File: src/rtl/mult_issue_ctrl_if.sv
// ID-stage to multiply-issue-controller handshake: instruction fields and ready/flush.
interface mult_issue_ctrl_if;
    logic       id_valid;
    logic       id_ready;
    logic       flush;
    logic       id_is_mult;
    logic [1:0] id_mult_type;
    logic [4:0] id_rs1_addr;
    logic [4:0] id_rs2_addr;
    logic       id_rs1_used;
    logic       id_rs2_used;
    logic [4:0] id_rd_addr;

    modport master (
        output id_valid, flush, id_is_mult, id_mult_type,
               id_rs1_addr, id_rs2_addr, id_rs1_used, id_rs2_used, id_rd_addr,
        input  id_ready
    );

    modport slave (
        input  id_valid, flush, id_is_mult, id_mult_type,
               id_rs1_addr, id_rs2_addr, id_rs1_used, id_rs2_used, id_rd_addr,
        output id_ready
    );
endinterface

File: src/rtl/mult_issue_ctrl.sv
// Multiply issue/hazard controller: per-stage destination scoreboard, RAW/WAW/
// write-port stalls, multiplier launch, write-back request and bypass selects.
module mult_issue_ctrl #(
    parameter int STAGES  = 3,
    parameter int ALU_LAT = 1
) (
    input  logic                clk,
    input  logic                rst,
    mult_issue_ctrl_if.slave    id,
    output logic                mult_use_o,
    output logic [1:0]          mult_type_o,
    output logic                fwd_rs1,
    output logic                fwd_rs2,
    output logic                wb_mult_valid,
    output logic [4:0]          wb_mult_rd,
    output logic [1:0]          wb_mult_type,
    output logic [3:0]          inflight,
    output logic                busy
);
    typedef struct packed {
        logic       v;
        logic [4:0] rd;
        logic [1:0] mtype;
    } entry_t;

    // Entry whose retirement coincides with the write of an ALU op accepted now.
    localparam int PORT_IDX = STAGES - 1 - ALU_LAT;

    entry_t sb [STAGES];
    entry_t load;
    logic   raw, waw, port, stall, accept;

    function automatic logic hit(entry_t e, logic [4:0] addr);
        return e.v && (addr != 5'd0) && (e.rd == addr);
    endfunction

    // NOTE: every signal assigned in always_comb gets a default first, so no latch is inferred.
    always_comb begin
        raw = 1'b0;
        waw = 1'b0;
        for (int j = 0; j < STAGES - 1; j++) begin
            if ((id.id_rs1_used && hit(sb[j], id.id_rs1_addr)) ||
                (id.id_rs2_used && hit(sb[j], id.id_rs2_addr)))
                raw = 1'b1;
            if (hit(sb[j], id.id_rd_addr))
                waw = 1'b1;
        end
    end

    assign port   = !id.id_is_mult && (id.id_rd_addr != 5'd0) &&
                    sb[PORT_IDX].v && (sb[PORT_IDX].rd != 5'd0);
    assign stall  = id.id_valid && (raw || waw || port);
    assign accept = id.id_valid && !id.flush && !stall;

    assign id.id_ready  = !stall && !id.flush;
    assign mult_use_o   = accept && id.id_is_mult;
    assign mult_type_o  = id.id_mult_type;

    assign fwd_rs1 = id.id_rs1_used && hit(sb[STAGES-1], id.id_rs1_addr);
    assign fwd_rs2 = id.id_rs2_used && hit(sb[STAGES-1], id.id_rs2_addr);

    assign wb_mult_valid = sb[STAGES-1].v && (sb[STAGES-1].rd != 5'd0);
    assign wb_mult_rd    = sb[STAGES-1].rd;
    assign wb_mult_type  = sb[STAGES-1].mtype;

    always_comb begin
        inflight = 4'd0;
        for (int j = 0; j < STAGES; j++)
            inflight = inflight + {3'd0, sb[j].v};
    end
    assign busy = (inflight != 4'd0);

    always_comb begin
        load = '0;
        if (mult_use_o)
            load = '{v: 1'b1, rd: id.id_rd_addr, mtype: id.id_mult_type};
    end

    // NOTE: sequential state uses non-blocking assignments so the shift reads pre-edge values.
    // NOTE: every scoreboard entry is reset, since a stale v bit would fire a write-back after reset.
    always_ff @(posedge clk) begin
        if (rst) begin
            for (int j = 0; j < STAGES; j++)
                sb[j] <= '0;
        end else begin
            sb[0] <= load;
            for (int j = 1; j < STAGES; j++)
                sb[j] <= sb[j-1];
        end
    end
endmodule

File: src/flat_wrapper.sv
// flat-port wrapper written by rule: the top's interface ports become plain ports
module mult_issue_ctrl_flat 
#(
    parameter int STAGES  = 3,
    parameter int ALU_LAT = 1
)
  (clk, rst, mult_use_o, mult_type_o, fwd_rs1, fwd_rs2, wb_mult_valid, wb_mult_rd, wb_mult_type, inflight, busy, id_id_valid, id_flush, id_id_is_mult, id_id_mult_type, id_id_rs1_addr, id_id_rs2_addr, id_id_rs1_used, id_id_rs2_used, id_id_rd_addr, id_id_ready);
  mult_issue_ctrl_if id_i ();
  input  logic clk;
  input  logic rst;
  output logic mult_use_o;
  output logic [1:0] mult_type_o;
  output logic fwd_rs1;
  output logic fwd_rs2;
  output logic wb_mult_valid;
  output logic [4:0] wb_mult_rd;
  output logic [1:0] wb_mult_type;
  output logic [3:0] inflight;
  output logic busy;
  input wire logic [$bits(id_i.id_valid)-1:0] id_id_valid;
  input wire logic [$bits(id_i.flush)-1:0] id_flush;
  input wire logic [$bits(id_i.id_is_mult)-1:0] id_id_is_mult;
  input wire logic [$bits(id_i.id_mult_type)-1:0] id_id_mult_type;
  input wire logic [$bits(id_i.id_rs1_addr)-1:0] id_id_rs1_addr;
  input wire logic [$bits(id_i.id_rs2_addr)-1:0] id_id_rs2_addr;
  input wire logic [$bits(id_i.id_rs1_used)-1:0] id_id_rs1_used;
  input wire logic [$bits(id_i.id_rs2_used)-1:0] id_id_rs2_used;
  input wire logic [$bits(id_i.id_rd_addr)-1:0] id_id_rd_addr;
  output wire logic [$bits(id_i.id_ready)-1:0] id_id_ready;
  assign id_i.id_valid = id_id_valid;
  assign id_i.flush = id_flush;
  assign id_i.id_is_mult = id_id_is_mult;
  assign id_i.id_mult_type = id_id_mult_type;
  assign id_i.id_rs1_addr = id_id_rs1_addr;
  assign id_i.id_rs2_addr = id_id_rs2_addr;
  assign id_i.id_rs1_used = id_id_rs1_used;
  assign id_i.id_rs2_used = id_id_rs2_used;
  assign id_i.id_rd_addr = id_id_rd_addr;
  assign id_id_ready = id_i.id_ready;
  mult_issue_ctrl #(.STAGES(STAGES), .ALU_LAT(ALU_LAT)) u_core (.clk(clk), .rst(rst), .id(id_i), .mult_use_o(mult_use_o), .mult_type_o(mult_type_o), .fwd_rs1(fwd_rs1), .fwd_rs2(fwd_rs2), .wb_mult_valid(wb_mult_valid), .wb_mult_rd(wb_mult_rd), .wb_mult_type(wb_mult_type), .inflight(inflight), .busy(busy));
endmodule
File: config.mk
export PLATFORM = sky130hd
export DESIGN_NAME = mult_issue_ctrl_flat
export DESIGN_NICKNAME = d
export VERILOG_FILES = /design/src/rtl/mult_issue_ctrl_if.sv /design/src/rtl/mult_issue_ctrl.sv /design/src/flat_wrapper.sv
export SDC_FILE = /design/constraint.sdc
export NUM_CORES = 1
export LEC_CHECK = 0
export ABC_AREA = 1
export BUFFER_PORTS_ARGS = -buffer_cell sky130_fd_sc_hd__clkbuf_2
export CORE_MARGIN = 4
export CORE_UTILIZATION = 52
export DETAILED_ROUTE_END_ITERATION = 16
export GPL_TIMING_DRIVEN = 0
export PLACE_DENSITY = 0.8
export SYNTH_ARGS = -nofsm -noshare
export SYNTH_HDL_FRONTEND = slang
export SYNTH_SLANG_ARGS = --single-unit
File: constraint.sdc
create_clock -name clk -period 1.8 [get_ports clk]
set_clock_uncertainty 0.05 [all_clocks]
set_input_delay 0.18 -clock clk [delete_from_list [all_inputs] [get_ports clk]]
set_output_delay 0.18 -clock clk [all_outputs]
set_load 0.02 [all_outputs]
==> metrics.md, run 1 <==
| Metric | Value |
|---|---|
| Run status | finished, violations left |
| Failing checks | negative setup slack |
| Global-route track usage on met3 | around 5.2% |
| Placed insts | between 300 and 400 |
| CTS tree | yes |
| Area share of the leading cell type in the synthesized netlist | between 30% and 40% |
| Initial core utilization | 55.2% |
| Most common cell in the synthesized netlist | nand2_1 |
| Post-synthesis area per instance | between 6 and 7 um2 |
| Count of placed standard cells in the final layout, fillers left out | around 330 |
| Vias in the first global route | about 1,500 |
| Die X-Extent | between 60 and 70 um |
| I/O pin count | between 40 and 50 |
| Routed WL per cell | between 10 and 15 um |
| Ranking of synthesized cells by instance count | 73 x nand2_1, 48 x nor2_1, 42 x inv_1 |
| Most flops, register | u_core.sb |
| Sequential element share of the synthesized area | ~31% |
| Cell type contributing the most total cell area after synthesis | dfxtp_1 |
| Cell count of the worst hold path | 3 |
| Flip-flop count of the largest register after layout | 24 |
| Post-synthesis cell count | approximately 250 |
| Final estimated routing congestion in global placement | ~0.96 |
| Hold Path Class | primary input to register |
| First-pass GRT wire length | just under 7000 um |
| Global routing met2 resource utilization | a little over a third |
| Fraction of the cycle the final worst path needs | 113% |
| Die area | 3910 um2 |
| Highest-utilization routing layer at the global route stage | met2 |
| Antenna Nets Post-Route | 0 |
| Post-synthesis instance area | 1550 um2 |
| RR Endpoint | u_core.sb[0][4] |
| Worst slack at placement | about 0.034 ns |
| Worst hold path endpoint | u_core.sb[0][0] |
| Reg2reg setup slack | ~0.16 ns |
| Number of synthesized flops with an enable pin | 0 |
| Initial antenna violation count | 0 |
| Sum of routed wire length over all layers | between 4000 and 5000 um |
| Smallest hold slack | 0.00316 ns |
| Peak supply drop | between 0.0005 and 0.0006 V |
| Crit. End Element | output pin |
| Post-layout nets | about 330 |
| Maximum fanout along the worst path | 4 |
| CTS max path bufs | 2 |
| Power per standard cell area | 480 nW/um2 |
| Sum of overflow across all layers after global routing | 0 |
| Worst reg2reg path startpoint | u_core.sb[0][6] |
| Share of cells above drive strength 1 | a little over a third |
| Max_cap viols | 0 |
| Fraction of met1 tracks used by global routing | approximately 28% |
| Shortest period the worst path allows | 2.03 ns |
| Count of input and output buffers | 40 |
| DR vias | ~1,700 |
| Number of search-and-repair iterations in the first detailed-routing pass | 5 |
| Pin count of the biggest net entering global routing | 13 |
| Number of H-tree branching levels | 1 |
| Hold Path Origin | id_id_mult_type[0] |
| Arr. time, crit path | between 1.5 and 2 ns |
| Detailed-route DRC error count | 0 |
| Setup repair after global routing missed its margin | yes |
| Worst-skew pair later-pin latency | about 0.32 ns |
| Final Hold Vio Count | 0 |
| Count of antenna diodes in the layout | 0 |
| Max frequency | between 0.4 and 0.5 GHz |
| Post-layout utilization of the core | around three quarters |
| Top cells by area, synth | dfxtp_1 31%, nand2_1 18%, nor2_1 12% |
| Inserted Clock Buffers | 3 |
| Number of distinct library cell variants in the gate-level netlist after synthesis | 26 |
| Synth-to-layout area growth | 33.3% |
| Proportion of synthesized flip-flops having asynchronous set or reset | 0% |
| Count of pins over their slew limit | 0 |
| Reg2reg path depth | 12 |
| Most used flip-flop cell after synthesis | dfxtp_1 |
| Clk slew on worst S/H paths | approximately 0.13 ns |
| Critical setup path kind | register to output pin |
| Worst endpoint required time | between 1.5 and 2 ns |
| Post-Synthesis Net Count | 277 |
| Startpoint Class | register |
| Count of warnings emitted by yosys | 0 |
| Placeable core region | approximately 2800 um2 |
| GR Util All Layers | a little over a fifth |
| Finish-stage setup viols | 3 |
| Leakage power | about 1.1 nW |
| Sum of net half-perimeters after detailed placement | between 3000 and 4000 um |
| Clock root buffer | clkbuf_4 |
| Number of flip-flops and latches in the synthesized netlist | 24 |
| Fin worst setup slack | -0.229 ns |
| Row count | 19 |
| CTS sink count | 24 |
| Via-to-Cell Ratio | 5.15 |
| Biggest regs | u_core.sb x24 |
| Height of the chip | around 63 um |
| DRC marker count from the first detailed-route iteration | 114 |
==> layout make-up <==
type,instances,area [um2]
sequential,24,519
multi-input combinational,171,932
timing repair buffer,46,290
fill,240,742
buffer,12,82.6
tap,31,38.8
clock buffer,3,22.5
inverter,42,178
==> per-layer routing <==
metal,share of wire (%),vias up
met5,0,-
met4,3.5,0
met3,8.6,18
met2,46,96
met1,42,727
li1,-,853
==> report_power, final <==
group | internal [mW] | switching (mW) | leakage [nW]
clock network | 0.0785 | 0.164 | 0.0138
registers | 0.529 | 0.00785 | 0.204
logic | 0.0866 | 0.124 | 0.876
total | 0.694 | 0.296 | 1.09
==> cell usage in the layout, fill, tap and decap left out, types with 4 or more instances in the layout <==
cell type  instances
nor2_1            46
o21ai_0            4
nand3_1            6
inv_1             36
dfxtp_2           10
buf_4             14
dfxtp_4            7
nand4_1            4
nand2_1           64
buf_6              4
xnor2_1            5
xor2_1             5
clkbuf_2          33
dfxtp_1            7
nand2_2           10
==> worst max-delay path: stages, from the launching register on <==
cell and delay, ns:
dfxtp_2 0.37, inv_1 0.08, o21ai_0 0.21, nor2_1 0.07, nand3_1 0.11, nand3_1 0.09, nand2_1 0.09, nand2_2 0.08
nand2_2 0.07, nand2_1 0.05, nor2_1 0.11, buf_4 0.15
==> cells by family (layout without fill, tap and decap cells) <==
kind of cell,after synthesis,after routing,share of synthesized area (%)
buf+inv,54,103,15.5
xor+xnor,10,10,5.66
fa+ha+maj,4,4,3.72
other cells,1,1,0.242
simple gates,140,140,37.4
flops,24,24,31.0
compound gates,16,16,6.39
==> worst max-delay path by stage <==
stage / from / end / slack [ns] / cells past startpoint
2_1_floorplan: u_core.sb[0][7] / busy / 0.07 / 4
3_3_place_gp: u_core.sb[0][13] / mult_use_o / 0.09 / 14
3_5_place_dp: u_core.sb[0][15] / busy / 0.03 / 5
4_1_cts: u_core.sb[0][7] / busy / -0.20 / 4
5_1_grt: u_core.sb[0][5] / id_id_ready / -0.39 / 10
6_report: u_core.sb[0][5] / mult_use_o / -0.23 / 11
==> metrics by stage <==
stage	instance area (um2)	total power [mW]	setup TNS, ns
2_1_floorplan	1550	0.663	0
3_3_place_gp	1790	0.731	0
3_5_place_dp	1790	0.733	0
4_1_cts	1940	0.978	-0.493
5_1_grt	2060	1.04	-1.36
6_report	2060	0.990	-0.663
==> repair_timing <==
| action | in CTS | in global routing |
|---|---|---|
| setup endpoints to repair | 4 | 7 |
| resized for setup | 41 | 42 |
| pin swaps | 2 | 15 |
| setup buffers | 2 | 3 |
| hold endpoints to repair | 1 | 0 |
| hold buffers | 1 | 0 |
Power figures use the tool's default switching activity.
==> inputs of run 2 (changes only) <==
--- a/config.mk
+++ b/config.mk
@@ -5,13 +5,13 @@
 export SDC_FILE = /design/constraint.sdc
 export NUM_CORES = 1
 export LEC_CHECK = 0
-export ABC_AREA = 1
 export BUFFER_PORTS_ARGS = -buffer_cell sky130_fd_sc_hd__clkbuf_2
 export CORE_MARGIN = 4
-export CORE_UTILIZATION = 52
+export CORE_UTILIZATION = 51
 export DETAILED_ROUTE_END_ITERATION = 16
 export GPL_TIMING_DRIVEN = 0
-export PLACE_DENSITY = 0.8
+export PLACE_DENSITY = 0.79
+export REMOVE_ABC_BUFFERS = 1
 export SYNTH_ARGS = -nofsm -noshare
 export SYNTH_HDL_FRONTEND = slang
 export SYNTH_SLANG_ARGS = --single-unit
==> run 2 against run 1 <==
  * Register-to-register slack got worse by 0.10 ns
  * Combinational power about the same
  * Highest routed layer unchanged
  * Via count decreased by 25%
  * Sequential power about the same
  * Area after synthesis decreased by 5.1%
  * The run still ends with negative setup slack left
  * Flip-flop and latch count unchanged
  * Sequential share of layout area decreased by 0.20 points
  * Critical path depth decreased by 5
  * Maximum frequency decreased by 1.8%
==> metrics.md, run 2 <==
| Metric | Value |
|---|---|
| Post-synthesis area per instance | 9.99 um2 (+61%) |
| Area share of the leading cell type in the synthesized netlist | 32.7% (+1.7 points) |
| Worst slack at placement | -0.430 ns (-0.463 ns) |
| Initial core utilization | 53.3% (-1.9 points) |
| Count of pins over their slew limit | 0 (unchanged) |
| Shortest period the worst path allows | 2.07 ns (+0.0367 ns) |
| Power, Total | 1.03 mW (+3.8%) |
| CTS tree | yes |
| Fraction of the cycle the final worst path needs | 115% (+2.0 points) |
| Clk slew on worst S/H paths | 0.12 ns (about the same) |
| Number of search-and-repair iterations in the first detailed-routing pass | 5 (unchanged) |
| CTS max path bufs | 2 (unchanged) |
| Most flops, register | u_core.sb |
| Count of warnings emitted by yosys | 0 (unchanged) |
| RR Endpoint | u_core.sb[0][5] |
| Proportion of synthesized flip-flops having asynchronous set or reset | 0% (unchanged) |
| Cell count of the worst hold path | 2 (-1) |
| Placed insts | 208 (-35%) |
| Initial antenna violation count | 0 (unchanged) |
| Finish-stage setup viols | 3 (unchanged) |
| Area of combinational cells with multiple inputs | 1090 um2 (+17%) |
| Fraction of met1 tracks used by global routing | 23.0% (-4.8 points) |
| Worst-skew pair later-pin latency | 0.32 ns (about the same) |
| Failing checks | negative setup slack |
| Sum of net half-perimeters after detailed placement | 2670 um (-15%) |
| Worst endpoint required time | 1.57 ns (about the same) |
| Highest-count cells in the layout ignoring fill and taps | 31 x clkbuf_2, 22 x xor2_1, 16 x xnor2_1 |
| Ranking of synthesized cells by instance count | 24 x dfxtp_1, 23 x xor2_1, 17 x xnor2_1 |
| Arr. time, crit path | 1.84 ns (+0.04 ns) |
| Crit. End Element | output pin |
| Cell type contributing the most total cell area after synthesis | dfxtp_1 |
| Number of H-tree branching levels | 1 (unchanged) |
| Most common cell in the synthesized netlist | dfxtp_1 |
| Count of placed standard cells in the final layout, fillers left out | 226 (-31%) |
| Fin worst setup slack | -0.266 ns (-0.0367 ns) |
| Share of cells above drive strength 1 | 53.8% (+19 points) |
| Run status | finished, violations left |
| Global-route track usage on met3 | 2.73% (-2.5 points) |
| I/O pin count | 43 (unchanged) |
| Final estimated routing congestion in global placement | 0.808 (-16%) |
| Height of the chip | 61.7 um (-1.4%) |
| CTS sink count | 24 (unchanged) |
| Hold Path Origin | id_id_mult_type[0] |
| Hold-fix buffers at CTS | 0 (-1) |
| First-pass GRT wire length | 5660 um (-18%) |
| Highest-utilization routing layer at the global route stage | met2 |
| Worst reg2reg path startpoint | u_core.sb[0][14] |
| Max frequency | 0.484 GHz (-1.8%) |
| Worst hold path endpoint | u_core.sb[0][0] |
| Placeable core region | 2760 um2 (-1.7%) |
| Summed negative setup slack over all endpoints | -0.707 ns (-0.0445 ns) |
| Setup repair after global routing missed its margin | yes |
| Critical setup path kind | register to output pin |
| Reg2reg path depth | 7 (-5) |
| GR Util All Layers | 20.8% (-1.2 points) |
| Top cells by area, synth | dfxtp_1 33%, xor2_1 14%, xnor2_1 10% |
| Post-synthesis cell count | 147 (-41%) |
| Reg2reg setup slack | 0.06 ns (-0.10 ns) |
| Biggest regs | u_core.sb x24 |
| Clock root buffer | clkbuf_4 |
| Die area | 3800 um2 (-2.8%) |
| Peak supply drop | 0.000538 V (-4.9%) |
| DR vias | 1,267 (-25%) |
| Global routing met2 resource utilization | 39.3% (+3.5 points) |
| Number of flip-flops and latches in the synthesized netlist | 24 (unchanged) |
| Sum of routed wire length over all layers | 4080 um (-4.6%) |
| Flip-flop count of the largest register after layout | 24 (unchanged) |
| Count of input and output buffers | 41 (+2.5%) |
| Hold Path Class | primary input to register |
| Most used flip-flop cell after synthesis | dfxtp_1 |
| Max_cap viols | 0 (unchanged) |
| Via-to-Cell Ratio | 5.61 (+8.9%) |
| Number of distinct library cell variants in the gate-level netlist after synthesis | 33 (+27%) |
| Sequential element share of the synthesized area | 32.7% (+1.7 points) |
| Count of antenna diodes in the layout | 0 (unchanged) |
| Post-synthesis instance area | 1470 um2 (-5.1%) |
| Detailed-route DRC error count | 0 (unchanged) |
| Maximum fanout along the worst path | 4 (unchanged) |
| Inserted Clock Buffers | 3 (unchanged) |
| Row count | 19 (unchanged) |
| Pin count of the biggest net entering global routing | 18 (+5) |
| FF+latch area | 520 um2 (+0.24%) |
| Vias in the first global route | 1,219 (-18%) |
| Final Hold Vio Count | 0 (unchanged) |
| Power per standard cell area | 493 nW/um2 (+2.7%) |
| Most common library cell in the layout ignoring fill and taps | clkbuf_2 |
| Routed WL per cell | 18.1 um (+39%) |
| Startpoint Class | register |
| Die X-Extent | 61.7 um (-1.4%) |
| DRC marker count from the first detailed-route iteration | 43 (-62%) |
| Sum of overflow across all layers after global routing | 0 (unchanged) |
| Leakage power | 0.881 nW (-19%) |
| Synth-to-layout area growth | 41.9% |
| Antenna Nets Post-Route | 0 (unchanged) |
| Post-layout nets | 224 (-32%) |
| Total non-filler cell area in the finished layout | 2080 um2 (+1.0%) |
| Fill cells | 175 (-27%) |
| Area after detailed placement | 1630 um2 (-8.5%) |
| Number of synthesized flops with an enable pin | 0 (unchanged) |
-- run 2: cell types whose count changed in the layout (fill, tap and decap cells not counted), moves of 4 or more --
cell / previous run / this run
or4_4: 0 / 4
dfxtp_2: 10 / 5
xnor2_1: 5 / 16
xor2_1: 5 / 22
nor2_1: 46 / 6
nor4_2: 0 / 4
nand2_2: 10 / 0
nor2b_1: 0 / 15
nand3_1: 6 / 1
clkbuf_8: 0 / 4
nand2_1: 64 / 4
inv_1: 36 / 1
nor3b_1: 0 / 6
o21ai_0: 4 / 0
-- run 2: final cells by class --
type	instances	share of cell area, %
timing repair buffer	55	19.1
tap	31	1.86
multi-input combinational	111	52.2
sequential	24	25.0
clock buffer	4	1.74
inverter	1	0.180
-- run 2: kinds of logic (layout without fill, tap and decap cells) --
group | count (synthesis) | count (layout) | synth area share (%)
adders and majority gates | 4 | 4 | 3.92
AOI/OAI and AO/OA | 9 | 9 | 7.07
DFF | 24 | 24 | 32.7
xor gates and xnor gates | 40 | 40 | 23.8
and+or+nand+nor | 57 | 57 | 26.6
other | 1 | 1 | 0.255
buffers and inverters | 12 | 60 | 5.62
-- run 2: worst max-delay path, stage by stage, from the launching register on --
cell	delay (ns)
dfxtp_2	0.40
xnor2_1	0.15
nand3_1	0.09
or4_4	0.47
a31oi_4	0.20
nor4_2	0.06
buf_4	0.16
-- run 2: metal layers --
layer | share of wire, % | up-vias | wire length (um)
met3 | 5.1 | 9 | 209
met2 | 52 | 52 | 2120
met4 | 2.1 | 0 | 87
met5 | 0 | - | 0
li1 | - | 593 | -
met1 | 41 | 613 | 1670
-- run 2: metrics by stage --
step / hold WS [ns] / util [%]
CTS: 0.0528 / 71.1
floorplan: 0.197 / -
finish: 0.0560 / 75.6
detailed placement: 0.376 / 59.3
global placement: 0.374 / 59.3
global route: 0.0479 / 75.6
-- run 2: worst max path at each step --
stage             endpoint  depth (start not counted)               from  slack [ns]
2_1_floorplan  id_id_ready                          5  id_id_rs2_addr[1]       -0.16
3_3_place_gp   id_id_ready                          7  id_id_rs2_addr[1]       -0.33
3_5_place_dp    mult_use_o                          7  id_id_rs1_addr[1]       -0.43
4_1_cts        id_id_ready                          7  id_id_rs1_addr[4]       -0.29
5_1_grt        id_id_ready                          6   u_core.sb[0][14]       -0.36
6_report        mult_use_o                          6    u_core.sb[0][5]       -0.27
-- run 2: power by group --
| group | switching (mW) | internal [mW] | total, mW |
|---|---|---|---|
| registers | 0.00914 | 0.526 | 0.535 |
| logic | 0.110 | 0.101 | 0.211 |
| clock network | 0.156 | 0.124 | 0.280 |
-- run 2: repair_timing --
item	4_1_cts	5_1_grt
setup endpoints to repair	14	14
resized for setup	50	28
pin swaps	16	16
setup buffers	10	6
hold endpoints to repair	0	0
